<file path="src/rtl/gcd_engine.sv">
// Iterative GCD engine with a valid/ready handshake on both sides.
// It computes with either subtract/swap Euclid or binary (Stein) GCD, and it reports how many compute cycles each result took.
module gcd_engine #(
    parameter int WIDTH  = 8,
    parameter int BINARY = 0,
    parameter int CW     = 16
) (
    input  logic             clock,
    input  logic             reset,
    input  logic             in_valid,
    output logic             in_ready,
    input  logic [WIDTH-1:0] a,
    input  logic [WIDTH-1:0] b,
    output logic             out_valid,
    input  logic             out_ready,
    output logic [WIDTH-1:0] gcd,
    output logic [CW-1:0]    cycles,
    output logic             busy
);

    localparam int KW = $clog2(WIDTH + 1);

    typedef enum logic [1:0] {
        IDLE = 2'd0,
        CALC = 2'd1,
        DONE = 2'd2
    } state_t;

    state_t             state_r, state_s;
    logic [WIDTH-1:0]   xr_r, xr_s, yr_r, yr_s;
    logic [KW-1:0]      k_r, k_s;
    logic [CW-1:0]      cnt_r, cnt_s;
    logic [WIDTH-1:0]   gcd_r, gcd_s;
    logic [CW-1:0]      cycles_r, cycles_s;
    logic               in_ready_r, in_ready_s;
    logic               busy_r, busy_s;
    logic               out_valid_r, out_valid_s;

    // Counter increment that sticks at all-ones instead of wrapping.
    function automatic logic [CW-1:0] sat_inc(input logic [CW-1:0] v);
        return (v == {CW{1'b1}}) ? v : v + CW'(1);
    endfunction

    // Next-state and datapath step logic.
    always_comb begin
        state_s  = state_r;
        xr_s     = xr_r;
        yr_s     = yr_r;
        k_s      = k_r;
        cnt_s    = cnt_r;
        gcd_s    = gcd_r;
        cycles_s = cycles_r;
        case (state_r)
            IDLE: begin
                if (in_valid) begin
                    xr_s    = a;
                    yr_s    = b;
                    k_s     = {KW{1'b0}};
                    cnt_s   = {CW{1'b0}};
                    state_s = CALC;
                end else begin
                    state_s = IDLE;
                end
            end
            CALC: begin
                cnt_s = sat_inc(cnt_r);
                if (BINARY == 0) begin
                    if (yr_r == {WIDTH{1'b0}}) begin
                        gcd_s    = xr_r;
                        cycles_s = sat_inc(cnt_r);
                        state_s  = DONE;
                    end else if (xr_r < yr_r) begin
                        xr_s = yr_r;
                        yr_s = xr_r;
                    end else begin
                        xr_s = xr_r - yr_r;
                    end
                end else begin
                    // Common factors of two are tracked in k and restored on completion.
                    if ((xr_r == {WIDTH{1'b0}}) || (yr_r == {WIDTH{1'b0}})) begin
                        gcd_s    = (xr_r | yr_r) << k_r;
                        cycles_s = sat_inc(cnt_r);
                        state_s  = DONE;
                    end else if (!xr_r[0] && !yr_r[0]) begin
                        xr_s = xr_r >> 1;
                        yr_s = yr_r >> 1;
                        k_s  = k_r + KW'(1);
                    end else if (!xr_r[0]) begin
                        xr_s = xr_r >> 1;
                    end else if (!yr_r[0]) begin
                        yr_s = yr_r >> 1;
                    end else if (xr_r >= yr_r) begin
                        xr_s = xr_r - yr_r;
                    end else begin
                        yr_s = yr_r - xr_r;
                    end
                end
            end
            DONE: begin
                if (out_ready) begin
                    state_s = IDLE;
                end else begin
                    state_s = DONE;
                end
            end
            default: begin
                state_s = IDLE;
            end
        endcase
        in_ready_s  = (state_s == IDLE);
        busy_s      = (state_s == CALC);
        out_valid_s = (state_s == DONE);
    end

    // State, datapath and registered handshake flags.
    always_ff @(posedge clock) begin
        if (reset) begin
            state_r     <= IDLE;
            xr_r        <= {WIDTH{1'b0}};
            yr_r        <= {WIDTH{1'b0}};
            k_r         <= {KW{1'b0}};
            cnt_r       <= {CW{1'b0}};
            gcd_r       <= {WIDTH{1'b0}};
            cycles_r    <= {CW{1'b0}};
            in_ready_r  <= 1'b1;
            busy_r      <= 1'b0;
            out_valid_r <= 1'b0;
        end else begin
            state_r     <= state_s;
            xr_r        <= xr_s;
            yr_r        <= yr_s;
            k_r         <= k_s;
            cnt_r       <= cnt_s;
            gcd_r       <= gcd_s;
            cycles_r    <= cycles_s;
            in_ready_r  <= in_ready_s;
            busy_r      <= busy_s;
            out_valid_r <= out_valid_s;
        end
    end

    assign in_ready  = in_ready_r;
    assign busy      = busy_r;
    assign out_valid = out_valid_r;
    assign gcd       = gcd_r;
    assign cycles    = cycles_r;

endmodule

</file>
<file path="config.mk">
export PLATFORM = sky130hd
export DESIGN_NAME = gcd_engine
export DESIGN_NICKNAME = d
export VERILOG_FILES = /design/src/rtl/gcd_engine.sv
export SDC_FILE = /design/constraint.sdc
export NUM_CORES = 1
export LEC_CHECK = 0
export BUFFER_PORTS_ARGS = -buffer_cell sky130_fd_sc_hd__buf_2
export CAP_MARGIN = 5
export CORE_MARGIN = 4
export CORE_UTILIZATION = 59
export CTS_BUF_LIST = sky130_fd_sc_hd__clkbuf_4
export CTS_CLUSTER_SIZE = 8
export DETAILED_ROUTE_END_ITERATION = 16
export PLACE_DENSITY = 0.91
export REMOVE_ABC_BUFFERS = 1
export SKIP_CTS_REPAIR_TIMING = 1
export SYNTH_ARGS = -nofsm -noshare
export SYNTH_HDL_FRONTEND = slang
export SYNTH_SLANG_ARGS = --single-unit
</file>
<file path="constraint.sdc">
create_clock -name clock -period 6 [get_ports clock]
set_input_delay 1.2 -clock clock [delete_from_list [all_inputs] [get_ports clock]]
set_output_delay 1.2 -clock clock [all_outputs]
set_load 0.05 [all_outputs]
</file>
==> flow_summary.toml, run 1 <==
[cells_and_area]
nNetsFinal = 481
antennaDiodeCount = 0
layout-drive-gt1-share_pct = 16.9
final_cell_mix = "75 x sky130_fd_sc_hd__nand2_1, 61 x sky130_fd_sc_hd__dfxtp_1, 46 x sky130_fd_sc_hd__buf_2"
mostFrequentLayoutCell = "sky130_fd_sc_hd__nand2_1"
n_fill_cell = 418
syn2layout_area_growth_pct = 12.5

[power_and_ir_drop]
fin_total_pwr_uw = 1880
p_int_uw = 1030
cellLeakagePower_uw = 0.00139
share_comb_of_total_power_pct = 50.0
proportion_of_power_drawn_by_flip_flops_and_latches_pct = 30.4
power.clock.fraction_pct = 19.6
cellPowerDensity_nw_per_um2 = 513
power.switching_uw = 847
sw_share_pct = 45.1
worst_ir_drop_vdd_uv = 302

[timing]
finalHoldWorstSlack_ns = 0.457
final-max-slew-violation-count = 0
clock.fmax_mhz = 336
fin_crit_sh_pct = 49.6
transition_time_at_the_pin_with_the_least_slew_margin_ns = 0.825
fin_setup_tns_ns = 0
final.min_clock_period_ns = 2.98
unrepaired_setup_endpoints_after_global_routing = "no"
setup_violations = 0
fin_skew_ns = 0.0196
slew-limit-headroom_pct = 44.7
hold_viol = 0

[global_routing]
antenna_found_initial = 0
first_pass_grt_wire_length_um = 13200
grt_start_max_net_pins = 45
vias_in_the_first_global_route = 2908
grt_use_total_pct = 25.4
overflow_left_after_global_routing = 0

[critical_path]
worstPathRequired_ns = 6.33
endpoint_kind = "register"
path_max_fanout = 16
timing.setup.critical_path_class = "input port to register"
critical_path.slowest_cell = "sky130_fd_sc_hd__a31oi_1"
cp_slowest_stage_delay_ns = 0.67
critical_path_arrival_ns = 3.31
critical_path.cell_chain = "buf_2, or3b_1, a31oi_1, a21boi_4, nor2_1, a311oi_1"
setup.worst_path.start_class = "input port"

[die]
placement_rows = 26
die_y_um = 82.3
io_pins = 47
initial_core_util_pct = 62.2
area_of_the_die_sq_um = 6770
die_w_um = 82.3
core_sq_um = 5240

[routing]
first_iter_violations = 280
via_density_per_instance = 6.01
ant_nets = 0
wl_um = 7930
detailedRoute.firstPassIterationCount = 8
detailroute.via_count = 3161
drt_drc_violations_left = 0
post_drt_wl_per_cell_um = 15.1

[placement]
portBuffers = 46
place_hpwl_um = 5430
gp_routability_congestion = 0.937

[clocking]
cts_htree_levels = 3
root_buffer = "sky130_fd_sc_hd__clkbuf_4"
cts_tree = "built"
max-clock-path-buffers = 2
numCtsBuffers = 9
cts.reportedPaths.clkPinSlew_ns = 0.11
clock_sink_count = 61
clock_insertion_delay_worst_skew_ns = 0.43

[yosys]
netlist.area_leader.share_pct = 37.5
synth-main-ff-cell = "sky130_fd_sc_hd__dfxtp_1"
ffs_w_async_s_r_synth_pct = 0
synth_area_sq_um = 3260
postSynthAreaPerCell_sq_um = 7.84
yosysSeqAreaShare_pct = 37.5
synth.lib_cells_used.distinct = 58
yosysTopAreaCell = "sky130_fd_sc_hd__dfxtp_1"
netlist_instances = 415
post_synth_main_area_contributors = "sky130_fd_sc_hd__dfxtp_1 38%, sky130_fd_sc_hd__nand2_1 8.6%, sky130_fd_sc_hd__a21oi_1 6.1%"
synth.yosys.warnings = 0
number_of_synthesized_flops_with_an_enable_pin = 0
ys_ff_latch = 61

[run]
cap_violations = 0

[outcome]
result_of_the_run = "complete, no violations"

[min_path]
min-delay-path-class = "register to register"
==> stage by stage <==
step	instance area, sq um	std cells	util [%]	worst slack [ns]
after floorplan	3150	392	-	3.14
after global placement	3480	510	66.4	2.81
after detailed placement	3480	510	66.4	2.67
after CTS	3660	526	69.9	3.12
after global routing	3660	526	69.9	2.86
final	3660	526	69.9	3.02
==> layer usage <==
layer	GRT usage, %	routed length [um]	up-vias
met1	30.9	3420	1463
met2	40.1	3680	132
met4	12.8	215	0
met3	8.24	615	27
li1	-	-	1539
met5	0	0	-
==> cell families after synthesis <==
group	count (synthesis)	synth area share [%]
DFF	61	37.5
and+or+nand+nor	171	24.0
adders and majority gates	10	4.07
xor gates and xnor gates	14	3.77
buffers and inverters	36	4.84
AOI/OAI and AO/OA	121	25.2
muxes	2	0.615
==> cells in the mapped netlist (9+ instances only) <==
library cell / number
sky130_fd_sc_hd__a211oi_1: 12
sky130_fd_sc_hd__a21oi_1: 40
sky130_fd_sc_hd__clkbuf_1: 11
sky130_fd_sc_hd__dfxtp_1: 61
sky130_fd_sc_hd__ha_1: 9
sky130_fd_sc_hd__inv_1: 13
sky130_fd_sc_hd__nand2_1: 75
sky130_fd_sc_hd__nand3_1: 10
sky130_fd_sc_hd__nor2_1: 45
sky130_fd_sc_hd__o21ai_0: 26
==> area by class of cell <==
type	instances	area (sq um)	area share, %
Inverter	13	48.8	1.33
Tap cell	70	87.6	2.39
Clock buffer	11	82.6	2.26
Timing Repair Buffer	48	245	6.70
Multi-Input combinational cell	318	1880	51.3
Clock inverter	5	98.8	2.70
Sequential cell	61	1220	33.4
==> sequential cells by signal, indices dropped and copies added (netlist names) <==
| register | count |
|---|---|
| cnt_r | 16 |
| cycles | 16 |
| gcd | 8 |
| xr_r | 8 |
| yr_r | 8 |
| state_r | 2 |
| busy | 1 |
| in_ready | 1 |
| out_valid | 1 |
==> power by group through the flow <==
stage	registers, uW	logic, uW	clock network (uW)
2_1_floorplan	643	630	0
3_3_place_gp	574	876	0
3_5_place_dp	576	912	0
4_1_cts	568	921	371
5_1_grt	580	1030	390
6_report	571	938	368
==> worst paths after layout <==
check	from	end	slack (ns)	cells past startpoint
min reg2reg	cycles[14]	cycles[14]	0.46	2
max	in_valid	yr_r[1]	3.02	6
max reg2reg	xr_r[0]	xr_r[2]	3.18	9
min	cycles[14]	cycles[14]	0.46	2
==> worst max-delay path, delay by kind of cell <==
family,cells,cell delay [ns]
compound gates,3,1.49
buf+inv,1,0.10
simple gates,2,0.51
No activity file was read; power rests on OpenSTA's default activity.
==> run 2, diff against run 1 <==
--- a/config.mk
+++ b/config.mk
@@ -5,6 +5,7 @@
 export SDC_FILE = /design/constraint.sdc
 export NUM_CORES = 1
 export LEC_CHECK = 0
+export ABC_AREA = 1
 export BUFFER_PORTS_ARGS = -buffer_cell sky130_fd_sc_hd__buf_2
 export CAP_MARGIN = 5
 export CORE_MARGIN = 4
==> constraint.sdc (replaced) <==
create_clock -name clock -period 3.12 [get_ports clock]
set_input_delay 0.624 -clock clock [delete_from_list [all_inputs] [get_ports clock]]
set_output_delay 0.624 -clock clock [all_outputs]
set_load 0.05 [all_outputs]
==> flow_summary.toml, run 2 <==
[critical_path]
crit_top_cell = "sky130_fd_sc_hd__nand2_1"
critical_path.slowest_cell = "sky130_fd_sc_hd__fa_1"
cp_slowest_stage_delay_ns = 0.41
timing.setup.critical_path_class = "register to register"
setup.worst_path.start_class = "register"
endpoint_kind = "register"
critical_path_arrival_ns = 2.90
critical_path.cell_chain = "inv_1, ha_1, fa_1, inv_1, nand3_1, nand2_1, nand2_1, nand2_1, nand2_1, nand3_1, nand2_1, nor2_1"
worstPathRequired_ns = 3.46
path_max_fanout = 13

[die]
die_w_um = 81.9
core_sq_um = 5200
die_y_um = 81.9
placement_rows = 26
initial_core_util_pct = 61.9
area_of_the_die_sq_um = 6710
io_pins = 47

[power_and_ir_drop]
share_comb_of_total_power_pct = 46.2
proportion_of_power_drawn_by_flip_flops_and_latches_pct = 36.3
cellPowerDensity_nw_per_um2 = 737
p_int_uw = 1470
power.switching_uw = 1180
power.clock.fraction_pct = 17.5
cellLeakagePower_uw = 0.00167
sw_share_pct = 44.7
worst_ir_drop_vdd_uv = 369

[yosys]
synth_xor_area_share_pct = 2.17
combinational_family_with_the_most_area_after_synthesis = "simple AND/OR/NAND/NOR gates"
yosysTopAreaCell = "sky130_fd_sc_hd__dfxtp_1"
yosysSeqAreaShare_pct = 37.9
synth_simple_gate_area_share_pct = 31.0
ys_ff_latch = 61
synth_area_sq_um = 3220
post_synth_main_area_contributors = "sky130_fd_sc_hd__dfxtp_1 38%, sky130_fd_sc_hd__nand2_1 15%, sky130_fd_sc_hd__a21oi_1 7.8%"
ffs_w_async_s_r_synth_pct = 0
number_of_synthesized_flops_with_an_enable_pin = 0
synth_mux_area_share_pct = 1.55
synth-main-ff-cell = "sky130_fd_sc_hd__dfxtp_1"
postSynthAreaPerCell_sq_um = 6.66
synth_fa_ha_area_share_pct = 4.11
synth.yosys.warnings = 0
synth.lib_cells_used.distinct = 28
netlist_top_cells_count = "130 x sky130_fd_sc_hd__nand2_1, 61 x sky130_fd_sc_hd__dfxtp_1, 51 x sky130_fd_sc_hd__nor2_1"
synth-compound-area-share_pct = 14.5
yosysMostFrequentCell = "sky130_fd_sc_hd__nand2_1"
netlist_instances = 484
netlist.area_leader.share_pct = 37.9

[timing]
final-max-slew-violation-count = 0
fin_skew_ns = 0.0102
clock.fmax_mhz = 391
slew-limit-headroom_pct = 42.2
fin_setup_tns_ns = 0
postLayoutSetupSlackWorst_ns = 0.564
fin_crit_sh_pct = 81.9
transition_time_at_the_pin_with_the_least_slew_margin_ns = 0.867
hold_viol = 0
setup_violations = 0
unrepaired_setup_endpoints_after_global_routing = "no"
final.min_clock_period_ns = 2.56

[clocking]
cts_htree_levels = 3
clock_sink_count = 61
cts.reportedPaths.clkPinSlew_ns = 0.10
root_buffer = "sky130_fd_sc_hd__clkbuf_4"
clock_insertion_delay_worst_skew_ns = 0.40
numCtsBuffers = 9
cts_tree = "built"
max-clock-path-buffers = 2

[cells_and_area]
design_area_sq_um = 3590
layout-drive-gt1-share_pct = 13.6
syn2layout_area_growth_pct = 11.5
final_cell_mix = "130 x sky130_fd_sc_hd__nand2_1, 61 x sky130_fd_sc_hd__dfxtp_1, 51 x sky130_fd_sc_hd__nor2_1"
mostFrequentLayoutCell = "sky130_fd_sc_hd__nand2_1"
nNetsFinal = 555
n_fill_cell = 464
antennaDiodeCount = 0

[global_routing]
grt_use_total_pct = 26.0
grt_start_max_net_pins = 39
antenna_found_initial = 0
overflow_left_after_global_routing = 0
first_pass_grt_wire_length_um = 13500
vias_in_the_first_global_route = 3047

[routing]
detailedRoute.firstPassIterationCount = 5
wl_um = 8000
via_density_per_instance = 5.49
detailroute.via_count = 3294
ant_nets = 0
drt_drc_violations_left = 0
post_drt_wl_per_cell_um = 13.3
first_iter_violations = 401

[placement]
portBuffers = 46
gp_routability_congestion = 0.903
preCtsSetupSlack_ns = 0.659
place_hpwl_um = 5540
dpl-instance-area_sq_um = 3480

[outcome]
result_of_the_run = "complete, no violations"

[run]
cap_violations = 0

[min_path]
min-delay-path-class = "register to register"
## run 2: per-stage QoR
stage                     total power, uW  cells  hold WS, ns  utilization, %
after global placement               2120    584        0.448            66.9
final                                2650    600        0.469            69.1
after CTS                            2640    600        0.473            69.1
after global routing                 2860    600        0.492            69.1
after detailed placement             2170    584        0.454            66.9
after floorplan                      1890    464        0.440               -
## run 2: worst max-delay path: cells and delay by family, from the launching register on
family / cells / cell delay (ns)
buffers and inverters: 2 / 0.14
adder cells (fa/ha/maj): 2 / 0.64
flip-flops: 1 / 0.34
AND/OR/NAND/NOR: 8 / 1.39
## run 2: cell type report
type,count,area [sq um],area share (%)
Tap cell,70,87.6,2.44
Timing Repair Buffer,50,260,7.24
Sequential cell,61,1220,34.0
Multi-Input combinational cell,351,1720,47.9
Clock buffer,13,97.6,2.71
Inverter,52,195,5.43
Clock inverter,3,12.5,0.348
## run 2: routing by layer
metal | track usage, % | vias up | wire length [um]
met2 | 41.9 | 163 | 3590
li1 | - | 1651 | -
met3 | 4.61 | 21 | 655
met5 | 0 | - | 0
met4 | 11.5 | 0 | 188
met1 | 34.0 | 1459 | 3560
## run 2: cell families after synthesis
family,Yosys count
adder cells (fa/ha/maj),10
buffers and inverters,72
AO/OA/AOI/OAI,89
multiplexers,5
XOR/XNOR,8
flip-flops,61
AND/OR/NAND/NOR,239
## run 2: worst paths after layout
check	startpoint	to	slack [ns]	depth (start not counted)
max	xr_r[0]	yr_r[6]	0.56	12
min	cycles[7]	cycles[7]	0.47	2
max reg2reg	xr_r[0]	yr_r[6]	0.56	12
min reg2reg	cycles[7]	cycles[7]	0.47	2
## run 2: power groups by stage
stage | combinational (uW) | sequential (uW) | clock, uW
floorplan | 793 | 1100 | 0
global placement | 1150 | 973 | 0
detailed placement | 1190 | 978 | 0
CTS | 1200 | 961 | 473
global route | 1370 | 975 | 511
finish | 1230 | 961 | 464
==> run 3, diff against run 2 <==
==> constraint.sdc (replaced) <==
create_clock -name clock -period 2.6 [get_ports clock]
set_input_delay 0.52 -clock clock [delete_from_list [all_inputs] [get_ports clock]]
set_output_delay 0.52 -clock clock [all_outputs]
set_load 0.05 [all_outputs]
==> flow_summary.toml, run 3 (synthesized netlist as in run 2, its figures left out) <==
[placement]
gp_routability_congestion = 0.899
portBuffers = 46
preCtsSetupSlack_ns = 0.334
dpl-instance-area_sq_um = 3510
place_hpwl_um = 5610

[critical_path]
setup.worst_path.start_class = "register"
critical_path_arrival_ns = 2.70
timing.setup.critical_path_class = "register to register"
path_max_fanout = 8
worstPathRequired_ns = 2.94
endpoint_kind = "register"

[die]
die_y_um = 81.9
io_pins = 47
core_sq_um = 5200
initial_core_util_pct = 61.9
area_of_the_die_sq_um = 6710
placement_rows = 26
die_w_um = 81.9

[routing]
drt_drc_violations_left = 0
wl_um = 8320
ant_nets = 0
first_iter_violations = 312
detailedRoute.firstPassIterationCount = 5
post_drt_wl_per_cell_um = 13.8
via_density_per_instance = 5.53
detailroute.via_count = 3341

[power_and_ir_drop]
worst_ir_drop_vdd_uv = 652
cellLeakagePower_uw = 0.00172
cellPowerDensity_nw_per_um2 = 954
fin_total_pwr_uw = 3530

[timing]
clock.fmax_mhz = 425
finalHoldWorstSlack_ns = 0.383
setup_violations = 0
fin_skew_ns = 0.0184
postLayoutSetupSlackWorst_ns = 0.248
fin_setup_tns_ns = 0
fin_crit_sh_pct = 90.5
unrepaired_setup_endpoints_after_global_routing = "no"
final.min_clock_period_ns = 2.35
slew-limit-headroom_pct = 43.6
hold_viol = 0
transition_time_at_the_pin_with_the_least_slew_margin_ns = 0.846
final-max-slew-violation-count = 0

[global_routing]
first_pass_grt_wire_length_um = 13600
grt_use_total_pct = 26.2
overflow_left_after_global_routing = 0
vias_in_the_first_global_route = 3045
grt_start_max_net_pins = 39
antenna_found_initial = 0

[cells_and_area]
syn2layout_area_growth_pct = 14.8
nNetsFinal = 559
design_area_sq_um = 3700
mostFrequentLayoutCell = "sky130_fd_sc_hd__nand2_1"
antennaDiodeCount = 0
final_cell_mix = "130 x sky130_fd_sc_hd__nand2_1, 61 x sky130_fd_sc_hd__dfxtp_1, 51 x sky130_fd_sc_hd__nor2_1"
layout-drive-gt1-share_pct = 14.6

[clocking]
max-clock-path-buffers = 2
cts.reportedPaths.clkPinSlew_ns = 0.11
clock_insertion_delay_worst_skew_ns = 0.42
clock_sink_count = 61
root_buffer = "sky130_fd_sc_hd__clkbuf_4"
numCtsBuffers = 9
cts_tree = "built"
cts_htree_levels = 3

[run]
cap_violations = 0

[outcome]
result_of_the_run = "complete, no violations"

[min_path]
min-delay-path-class = "input port to register"
-- run 3: changes by cell type in the layout (fill, tap and decap cells not counted) --
cell and change:
sky130_fd_sc_hd__clkinv_4 +1, sky130_fd_sc_hd__clkinvlp_4 +1, sky130_fd_sc_hd__clkinv_1 -2, sky130_fd_sc_hd__clkbuf_4 -3, sky130_fd_sc_hd__bufinv_16 +3, sky130_fd_sc_hd__buf_4 +4
-- run 3: stage by stage --
stage          util [%]  cells
2_1_floorplan         -    464
3_3_place_gp       67.5    588
3_5_place_dp       67.5    588
4_1_cts            71.1    604
5_1_grt            71.1    604
6_report           71.1    604
-- run 3: path summary, 6_finish.rpt --
kind	from	end	slack [ns]	cells after the start
worst min-delay path	out_ready	out_valid	0.38	3
worst max register to register	xr_r[0]	yr_r[4]	0.25	12
worst max-delay path	xr_r[0]	yr_r[4]	0.25	12
worst min register to register	cycles[0]	cycles[0]	0.47	2
-- run 3: routing by layer --
layer / wire length, um / up-vias / track usage, %
met3: 696 / 21 / 4.50
met1: 3630 / 1480 / 34.3
met4: 197 / 0 / 13.6
met5: 0 / - / 0
li1: - / 1659 / -
met2: 3790 / 181 / 41.3
-- run 3: worst max-delay path, stage by stage (launching register included) --
cell	delay, ns
sky130_fd_sc_hd__dfxtp_1	0.34
sky130_fd_sc_hd__inv_1	0.07
sky130_fd_sc_hd__ha_1	0.23
sky130_fd_sc_hd__fa_1	0.41
sky130_fd_sc_hd__inv_1	0.07
sky130_fd_sc_hd__nand3_1	0.06
sky130_fd_sc_hd__nand2_1	0.12
sky130_fd_sc_hd__nand2_1	0.14
sky130_fd_sc_hd__nand2_1	0.22
sky130_fd_sc_hd__nand2_1	0.24
sky130_fd_sc_hd__nand3_1	0.16
sky130_fd_sc_hd__nand2_1	0.06
sky130_fd_sc_hd__nor2_1	0.16
-- run 3: report_power, final --
group	total (uW)	internal [uW]	switching, uW
sequential	1160	1060	94.2
combinational	1510	487	1020
clock	870	497	372
-- run 3: final cells by class --
class	instances	area [sq um]
multi-input combinational	351	1720
fill	414	1500
clock inverter	6	111
clock buffer	10	75.1
sequential	61	1220
inverter	52	195
tap	70	87.6
timing repair buffer	54	290
